<file path="src/rtl/alu32_arbiter.sv">
// alu32_arbiter: shares one external alu32/zero32 datapath between NREQ
// requesters. One operation is in flight at a time. It is accepted over a
// valid/ready request handshake and executed from registered operands. The
// result and zero flag are captured, then returned to the winning requester
// over a valid/ready response handshake.
//
// Ports:
//   clk, rst_n            clock, synchronous active-low reset
//   req_valid/req_ready   per-requester request handshake (ready is one-hot)
//   req_a, req_b, req_op  packed per-requester operands/opcode (slot i at i*W / i*OPW)
//   alu_a, alu_b, alu_op  registered operands to the shared ALU
//   alu_result, alu_zero  combinational ALU result and its zero32 flag
//   rsp_valid/rsp_ready   per-requester response handshake (valid is one-hot)
//   rsp_result, rsp_zero  captured result and zero flag
//   busy                  registered, high whenever the FSM is not IDLE
module alu32_arbiter #(
  parameter int NREQ = 4,
  parameter int W    = 32,
  parameter int OPW  = 4
) (
  input  logic              clk,
  input  logic              rst_n,
  input  logic [NREQ-1:0]   req_valid,
  output logic [NREQ-1:0]   req_ready,
  input  logic [NREQ*W-1:0] req_a,
  input  logic [NREQ*W-1:0] req_b,
  input  logic [NREQ*OPW-1:0] req_op,
  output logic [W-1:0]      alu_a,
  output logic [W-1:0]      alu_b,
  output logic [OPW-1:0]    alu_op,
  input  logic [W-1:0]      alu_result,
  input  logic              alu_zero,
  output logic [NREQ-1:0]   rsp_valid,
  input  logic [NREQ-1:0]   rsp_ready,
  output logic [W-1:0]      rsp_result,
  output logic              rsp_zero,
  output logic              busy
);

  localparam int IDW = (NREQ > 1) ? $clog2(NREQ) : 1;

  typedef enum logic [1:0] {
    IDLE = 2'd0,
    EXEC = 2'd1,
    RESP = 2'd2
  } state_t;

  state_t          state_r, state_s;
  logic [IDW-1:0]  ptr_r, id_r, win_s, idx_s, ptr_nxt_s;
  logic            found_s;
  logic [NREQ-1:0] grant_s, owner_s;
  logic            req_fire_s, rsp_fire_s;
  logic [W-1:0]    sel_a_s, sel_b_s;
  logic [OPW-1:0]  sel_op_s;
  logic [W-1:0]    a_r, b_r, result_r;
  logic [OPW-1:0]  op_r;
  logic            zero_r, busy_r;
  logic [NREQ-1:0] rsp_valid_r;

  // Round-robin search from ptr_r and operand mux for the winning slot.
  always_comb begin
    found_s  = 1'b0;
    win_s    = '0;
    idx_s    = '0;
    grant_s  = '0;
    sel_a_s  = '0;
    sel_b_s  = '0;
    sel_op_s = '0;
    for (int k = 0; k < NREQ; k++) begin
      idx_s = IDW'((int'(ptr_r) + k) % NREQ);
      if (!found_s && req_valid[idx_s]) begin
        found_s = 1'b1;
        win_s   = idx_s;
      end else begin
        found_s = found_s;
      end
    end
    if (found_s) begin
      grant_s[win_s] = 1'b1;
    end else begin
      grant_s = '0;
    end
    for (int i = 0; i < NREQ; i++) begin
      if (win_s == IDW'(i)) begin
        sel_a_s  = req_a[i*W +: W];
        sel_b_s  = req_b[i*W +: W];
        sel_op_s = req_op[i*OPW +: OPW];
      end else begin
        sel_a_s  = sel_a_s;
      end
    end
  end

  // Owner decode of the latched id and the pointer value after this owner.
  always_comb begin
    owner_s = '0;
    for (int i = 0; i < NREQ; i++) begin
      owner_s[i] = (id_r == IDW'(i));
    end
    if (id_r == IDW'(NREQ - 1)) begin
      ptr_nxt_s = '0;
    end else begin
      ptr_nxt_s = id_r + IDW'(1);
    end
  end

  // Next-state logic and the combinational request grant.
  always_comb begin
    state_s    = state_r;
    req_ready  = '0;
    req_fire_s = 1'b0;
    rsp_fire_s = 1'b0;
    case (state_r)
      IDLE: begin
        // Grant is suppressed while reset is asserted so nothing looks accepted.
        if (found_s && rst_n) begin
          req_ready  = grant_s;
          req_fire_s = 1'b1;
          state_s    = EXEC;
        end else begin
          state_s    = IDLE;
        end
      end
      EXEC: begin
        state_s = RESP;
      end
      RESP: begin
        // Only the owner's rsp_ready is looked at.
        if (rsp_ready[id_r]) begin
          rsp_fire_s = 1'b1;
          state_s    = IDLE;
        end else begin
          state_s    = RESP;
        end
      end
      default: begin
        state_s = IDLE;
      end
    endcase
  end

  // State register with busy registered alongside it.
  always_ff @(posedge clk) begin
    if (!rst_n) begin
      state_r <= IDLE;
      busy_r  <= 1'b0;
    end else begin
      state_r <= state_s;
      busy_r  <= (state_s != IDLE);
    end
  end

  // Operand latch, result capture, response valid and round-robin pointer.
  always_ff @(posedge clk) begin
    if (!rst_n) begin
      a_r         <= '0;
      b_r         <= '0;
      op_r        <= '0;
      id_r        <= '0;
      ptr_r       <= '0;
      result_r    <= '0;
      zero_r      <= 1'b0;
      rsp_valid_r <= '0;
    end else begin
      // Operands only change on acceptance so the ALU inputs stay quiet otherwise.
      if (req_fire_s) begin
        a_r  <= sel_a_s;
        b_r  <= sel_b_s;
        op_r <= sel_op_s;
        id_r <= win_s;
      end else begin
        a_r  <= a_r;
      end
      if (state_r == EXEC) begin
        result_r    <= alu_result;
        zero_r      <= alu_zero;
        rsp_valid_r <= owner_s;
      end else if (rsp_fire_s) begin
        rsp_valid_r <= '0;
        ptr_r       <= ptr_nxt_s;
      end else begin
        rsp_valid_r <= rsp_valid_r;
      end
    end
  end

  assign alu_a      = a_r;
  assign alu_b      = b_r;
  assign alu_op     = op_r;
  assign rsp_valid  = rsp_valid_r;
  assign rsp_result = result_r;
  assign rsp_zero   = zero_r;
  assign busy       = busy_r;

endmodule

</file>
<file path="config.mk">
export PLATFORM = sky130hd
export DESIGN_NAME = alu32_arbiter
export DESIGN_NICKNAME = d
export VERILOG_FILES = /design/src/rtl/alu32_arbiter.sv
export SDC_FILE = /design/constraint.sdc
export NUM_CORES = 1
export LEC_CHECK = 0
export ABC_CLOCK_PERIOD_IN_PS = 3100
export BUFFER_PORTS_ARGS = -buffer_cell sky130_fd_sc_hd__buf_2
export CORE_AREA = 2 2 166 168
export DETAILED_ROUTE_END_ITERATION = 6
export DIE_AREA = 0 0 168 170
export SLEW_MARGIN = 0
export SYNTH_ARGS = -nofsm -noshare
export SYNTH_HDL_FRONTEND = slang
export SYNTH_SLANG_ARGS = --single-unit
</file>
<file path="constraint.sdc">
create_clock -name clk -period 3.1 [get_ports clk]
set_input_delay 0.155 -clock clk [delete_from_list [all_inputs] [get_ports clk]]
set_output_delay 0.155 -clock clk [all_outputs]
set_load 0.1 [all_outputs]
</file>
==> results.json, run 1 <==
{
  "wl_per_cell_um": 18.1,
  "synth_common_cells": "nand2_1 (140), dfxtp_1 (112), a21oi_1 (82)",
  "synth_adder_area_share_pct": 0.809,
  "setup_ws_ns": 0.323,
  "maxCapViolCount": 0,
  "globalRoute.totalOverflow": 0,
  "yosysSeqAreaShare_pct": 36.3,
  "layout-drive-gt1-share_pct": 41.9,
  "r2r_cells": 6,
  "synth-xor-area-share_pct": 0,
  "reg2reg_to": "alu_a[6]",
  "cts_max_path_buffers": 2,
  "post-cts-setup-buffer-count": 0,
  "endpoint_kind": "output port",
  "max_freq_mhz": 360,
  "synth.top_cell.area_share_pct": 36.3,
  "fin_util_pct": 33.1,
  "core_area_mm2": 0.0267,
  "totalWireLength_um": 27100,
  "yosys_register_bits": 112,
  "fin_crit_sh_pct": 89.6,
  "drc": 0,
  "syn_inst": 773,
  "path_max_fanout": 59,
  "path_clk_slew_ns": 0.09,
  "layout-area-overhead-vs-synth_pct": 42.4,
  "finClkSkew_ns": 0.00870,
  "fin_setup_tns_ns": 0,
  "htreeDepth": 3,
  "arrival_ns": 2.62,
  "start_kind": "register",
  "final_area_mm2": 0.00881,
  "cts_buffers": 9,
  "worst_slew_pin_slew_ns": 1.12,
  "num_vias": 7413,
  "finalHoldViolCount": 0,
  "fin_crit_ns": 2.78,
  "numPortBuffers": 424,
  "clk_latency_ns": 0.36,
  "die_y_um": 170,
  "dp_slack_ns": 0.581,
  "syn_area_mm2": 0.00618,
  "setup_viol": 0,
  "synth_compound_area_share_pct": 37.8,
  "place.gp.congestion": 0.831,
  "irDropWorstVdd_v": 0.000271,
  "holdWs_ns": 0.0322,
  "yosys.area_share.simple_pct": 16.0,
  "hpwl_um": 19800,
  "p_total_mw": 5.52,
  "syn_nets": 1092,
  "endpoint": "req_ready[2]",
  "ctsHoldBuffers": 0,
  "antenna_found_initial": 3,
  "dpl.cell_count": 1474,
  "max-slew-margin-rel_pct": 25.6,
  "synth_top_family_by_area": "compound AO/OA/AOI/OAI gates",
  "first_pass_iters": 5,
  "drtAntennaViolNets": 0,
  "synth_edf_count": 0,
  "grt_pass1_vias": 7094,
  "fin_cells": 1493,
  "drt_iter0_markers": 455,
  "status": "completed",
  "tritoncts": "built",
  "start_util_pct": 23.2,
  "clock-root-buffer": "clkbuf_16",
  "fin_nets": 1463,
  "crit_start": "ptr_r[1]",
  "async_flop_share_pct": 0,
  "rsz0062_at_grt": "false",
  "r2r_start": "ptr_r[1]",
  "power.density_mw_per_mm2": 627,
  "r2r_slack_ns": 0.75,
  "p_leak_nw": 4.07,
  "die_w_um": 168,
  "path_class": "register to output port",
  "synth.distinct_cells": 47,
  "grt_max_degree": 106,
  "io_pins": 425,
  "required_ns": 2.94,
  "drv_slew": 0,
  "dominantRegCellSynth": "dfxtp_1",
  "synth.largest_area_cell": "dfxtp_1",
  "viasPerCell": 4.97,
  "grt_pass1_wl_um": 40100,
  "synth_most_common_cell": "nand2_1",
  "hp-class": "primary input to register",
  "numClockSinks": 112,
  "post_cts_resized": 0,
  "synthMuxAreaShare_pct": 1.82,
  "synth.avg_cell_area_um2": 8.00,
  "place_area_mm2": 0.00850,
  "grt.total_usage_pct": 18.0,
  "row_count": 60,
  "dieArea_mm2": 0.0286,
  "ys_top_cells_by_area": "dfxtp_1 (36%), nand2_1 (8.5%), a21oi_1 (6.6%)",
  "yosysWarnings": 0
}
==> sequential cells by signal (all words and copies together) (netlist names), 2 cells and up <==
signal	count
ptr_r	2
state_r	2
rsp_result	32
alu_b	32
alu_a	32
id_r	2
alu_op	4
rsp_valid	4
==> cell usage in the layout (no fill, tap or decap), types with 3 or more instances in the layout <==
| master | netlist | routed |
|---|---|---|
| o21ai_0 | 69 | 69 |
| nand2b_1 | 3 | 3 |
| dfxtp_1 | 112 | 112 |
| a21boi_0 | 37 | 37 |
| o2bb2ai_1 | 29 | 29 |
| ha_1 | 4 | 4 |
| a221oi_1 | 28 | 28 |
| buf_12 | 0 | 3 |
| nor2b_1 | 5 | 4 |
| buf_4 | 10 | 17 |
| a211oi_2 | 12 | 12 |
| a211oi_1 | 5 | 4 |
| o21ai_1 | 7 | 7 |
| nand2_1 | 140 | 140 |
| and2_1 | 3 | 3 |
| inv_1 | 4 | 4 |
| mux2i_1 | 9 | 9 |
| clkbuf_16 | 0 | 9 |
| a21o_1 | 30 | 29 |
| diode_2 | 0 | 3 |
| buf_2 | 21 | 420 |
| and3_1 | 17 | 17 |
| nand3_1 | 36 | 36 |
| nor2_1 | 9 | 9 |
| o221ai_1 | 29 | 29 |
| a21oi_1 | 82 | 80 |
==> critical path, stage by stage, from the launching register on <==
cell and delay, ns:
dfxtp_1 0.63, nand2_1 0.22, a211o_2 0.42, nand2_4 0.54, nor2_1 0.19, buf_12 0.22
==> report_power, final <==
part | total (mW) | switching, mW | leakage (nW) | internal (mW)
Clock | 1.23 | 0.651 | 0.143 | 0.575
Combinational | 2.56 | 2.03 | 3.00 | 0.537
Sequential | 1.73 | 0.101 | 0.927 | 1.63
Total | 5.52 | 2.78 | 4.07 | 2.75
==> worst min-delay path by stage <==
| stage | depth (start not counted) | slack (ns) | start | end |
|---|---|---|---|---|
| finish | 3 | 0.03 | req_op[14] | alu_op[2] |
| global route | 3 | 0.03 | req_op[14] | alu_op[2] |
| CTS | 3 | 0.02 | alu_result[18] | rsp_result[18] |
| detailed placement | 3 | 0.42 | alu_result[18] | rsp_result[18] |
| global placement | 3 | 0.41 | alu_result[2] | rsp_result[2] |
| floorplan | 2 | 0.28 | req_op[14] | alu_op[2] |
==> layout make-up <==
| type | instances | area, µm² |
|---|---|---|
| fillers | 2902 | 17800 |
| multi-input cells | 576 | 3520 |
| repair buffers | 440 | 2290 |
| flip-flops and latches | 112 | 2240 |
| well taps | 341 | 427 |
| clock buffers | 9 | 225 |
| clock inverters | 7 | 72.6 |
| inverters | 5 | 20.0 |
| diodes | 3 | 7.51 |
==> logic make-up (layout without fill, tap and decap cells) <==
| logic type | count (synthesis) | in the layout |
|---|---|---|
| and+or+nand+nor | 222 | 222 |
| other | 0 | 3 |
| DFF | 112 | 112 |
| buffers and inverters | 85 | 461 |
| adders and majority gates | 4 | 4 |
| muxes | 10 | 10 |
| AOI/OAI and AO/OA | 340 | 340 |
==> metal layers <==
layer | up-vias | share of wire (%) | track usage, %
li1 | 3576 | - | -
met1 | 3444 | 42 | 21.9
met2 | 348 | 48 | 30.9
met3 | 45 | 7.6 | 4.51
met4 | 0 | 2.7 | 6.24
met5 | - | 0 | 0
Note: power is estimated with default switching activity, not from simulation.
==> inputs of run 2 (changes only) <==
--- a/config.mk
+++ b/config.mk
@@ -10,6 +10,7 @@
 export CORE_AREA = 2 2 166 168
 export DETAILED_ROUTE_END_ITERATION = 6
 export DIE_AREA = 0 0 168 170
+export RECOVER_POWER = 25
 export SLEW_MARGIN = 0
 export SYNTH_ARGS = -nofsm -noshare
 export SYNTH_HDL_FRONTEND = slang
==> results.json, run 2 (synthesized netlist as in run 1, its figures left out) <==
{
  "status": "completed",
  "critPathMaxStageDelay_ns": 0.63,
  "io_pins": 425,
  "finClkSkew_ns": 0.00881,
  "die_w_um": 168,
  "grt_pass1_wl_um": 40100,
  "fin_setup_tns_ns": 0,
  "htreeDepth": 3,
  "clk_latency_ns": 0.36,
  "row_count": 60,
  "endpoint_kind": "output port",
  "required_ns": 2.94,
  "holdWs_ns": 0.0346,
  "num_vias": 7433,
  "globalRoute.totalOverflow": 0,
  "grt.total_usage_pct": 18.0,
  "drv_slew": 0,
  "fin_crit_ns": 2.78,
  "path_class": "register to output port",
  "drt_iter0_markers": 440,
  "totalWireLength_um": 27200,
  "maxCapViolCount": 0,
  "p_leak_nw": 3.86,
  "drc": 0,
  "finalHoldViolCount": 0,
  "worst_slew_pin_slew_ns": 1.25,
  "multi_input_area_mm2": 0.00352,
  "dieArea_mm2": 0.0286,
  "clock-root-buffer": "clkbuf_16",
  "die_y_um": 170,
  "first_pass_iters": 5,
  "rsz0062_at_grt": "false",
  "max_freq_mhz": 360,
  "numClockSinks": 112,
  "hp-class": "primary input to register",
  "fin_util_pct": 32.8,
  "layout-drive-gt1-share_pct": 37.1,
  "start_util_pct": 23.2,
  "numPortBuffers": 424,
  "ctsHoldBuffers": 0,
  "crit_chain": "nand2_1 -> a211o_2 -> nand2_4 -> nor2_1 -> buf_12",
  "arrival_ns": 2.63,
  "seq_area_mm2": 0.00224,
  "fin_crit_sh_pct": 89.7,
  "grt_pass1_vias": 7094,
  "final_common_cell": "buf_2",
  "grt_max_degree": 106,
  "core_area_mm2": 0.0267,
  "layout-area-overhead-vs-synth_pct": 41.3,
  "viasPerCell": 4.98,
  "wl_per_cell_um": 18.2,
  "antenna_found_initial": 3,
  "nFillCells": 2921,
  "setup_viol": 0,
  "drtAntennaViolNets": 0,
  "start_kind": "register",
  "cts_buffers": 9,
  "crit_slowest_cell": "dfxtp_1",
  "path_max_fanout": 59,
  "hpwl_um": 19800,
  "p_total_mw": 5.50,
  "irDropWorstVdd_v": 0.000268,
  "layout_common_cells": "buf_2 (365), nand2_1 (140), dfxtp_1 (112)",
  "fin_nets": 1463,
  "place.gp.congestion": 0.831,
  "cts_max_path_buffers": 2,
  "place_area_mm2": 0.00850,
  "power.density_mw_per_mm2": 630,
  "final_area_mm2": 0.00874,
  "tritoncts": "built",
  "path_clk_slew_ns": 0.09,
  "max-slew-margin-rel_pct": 16.9
}
[run 2: cell count changes in the layout (fill, tap and decap cells not counted), sizes merged]
cell	before	now
clkbuf	9	64
buf	440	385
[run 2: timing repair]
action	4_1_cts	5_1_grt
gates resized for setup	0	1
buffers inserted	0	0
endpoints found under the setup margin	0	1
[run 2: metrics by stage]
step / setup WS, ns / cells
global placement: 0.548 / 1474
CTS: 0.151 / 1490
floorplan: 0.459 / 773
finish: 0.319 / 1493
global route: 0.150 / 1492
detailed placement: 0.581 / 1474
[run 2: where the power goes]
group	switching (mW)	internal (mW)	total, mW
combinational	2.03	0.513	2.54
clock	0.650	0.574	1.22
sequential	0.103	1.63	1.74
total	2.78	2.72	5.50
[run 2: critical path, delay by kind of cell, from the launching register on]
| family | cells | cell delay (ns) |
|---|---|---|
| flops | 1 | 0.63 |
| simple gates | 3 | 0.95 |
| compound gates | 1 | 0.42 |
| buf+inv | 1 | 0.22 |
[run 2: layer usage]
metal	track usage, %	routed length [µm]
met3	4.51	1990
met2	30.9	12900
met4	6.24	734
met1	21.9	11500
met5	0	0
[run 2: path summary, 6_finish.rpt]
path	start	end	slack, ns	cells past startpoint
hold / removal	req_op[14]	alu_op[2]	0.03	3
hold reg to reg	alu_b[30]	alu_b[30]	0.45	2
setup reg to reg	ptr_r[1]	alu_a[6]	0.75	6
setup / recovery	ptr_r[1]	req_ready[2]	0.32	5
[run 2: final cells by class]
| class | instances | area share [%] |
|---|---|---|
| tap | 341 | 4.88 |
| antenna | 3 | 0.0859 |
| clock inverter | 7 | 0.830 |
| clock buffer | 9 | 2.58 |
| timing repair buffer | 440 | 25.4 |
| multi-input combinational | 576 | 40.3 |
| inverter | 5 | 0.229 |
| sequential | 112 | 25.7 |
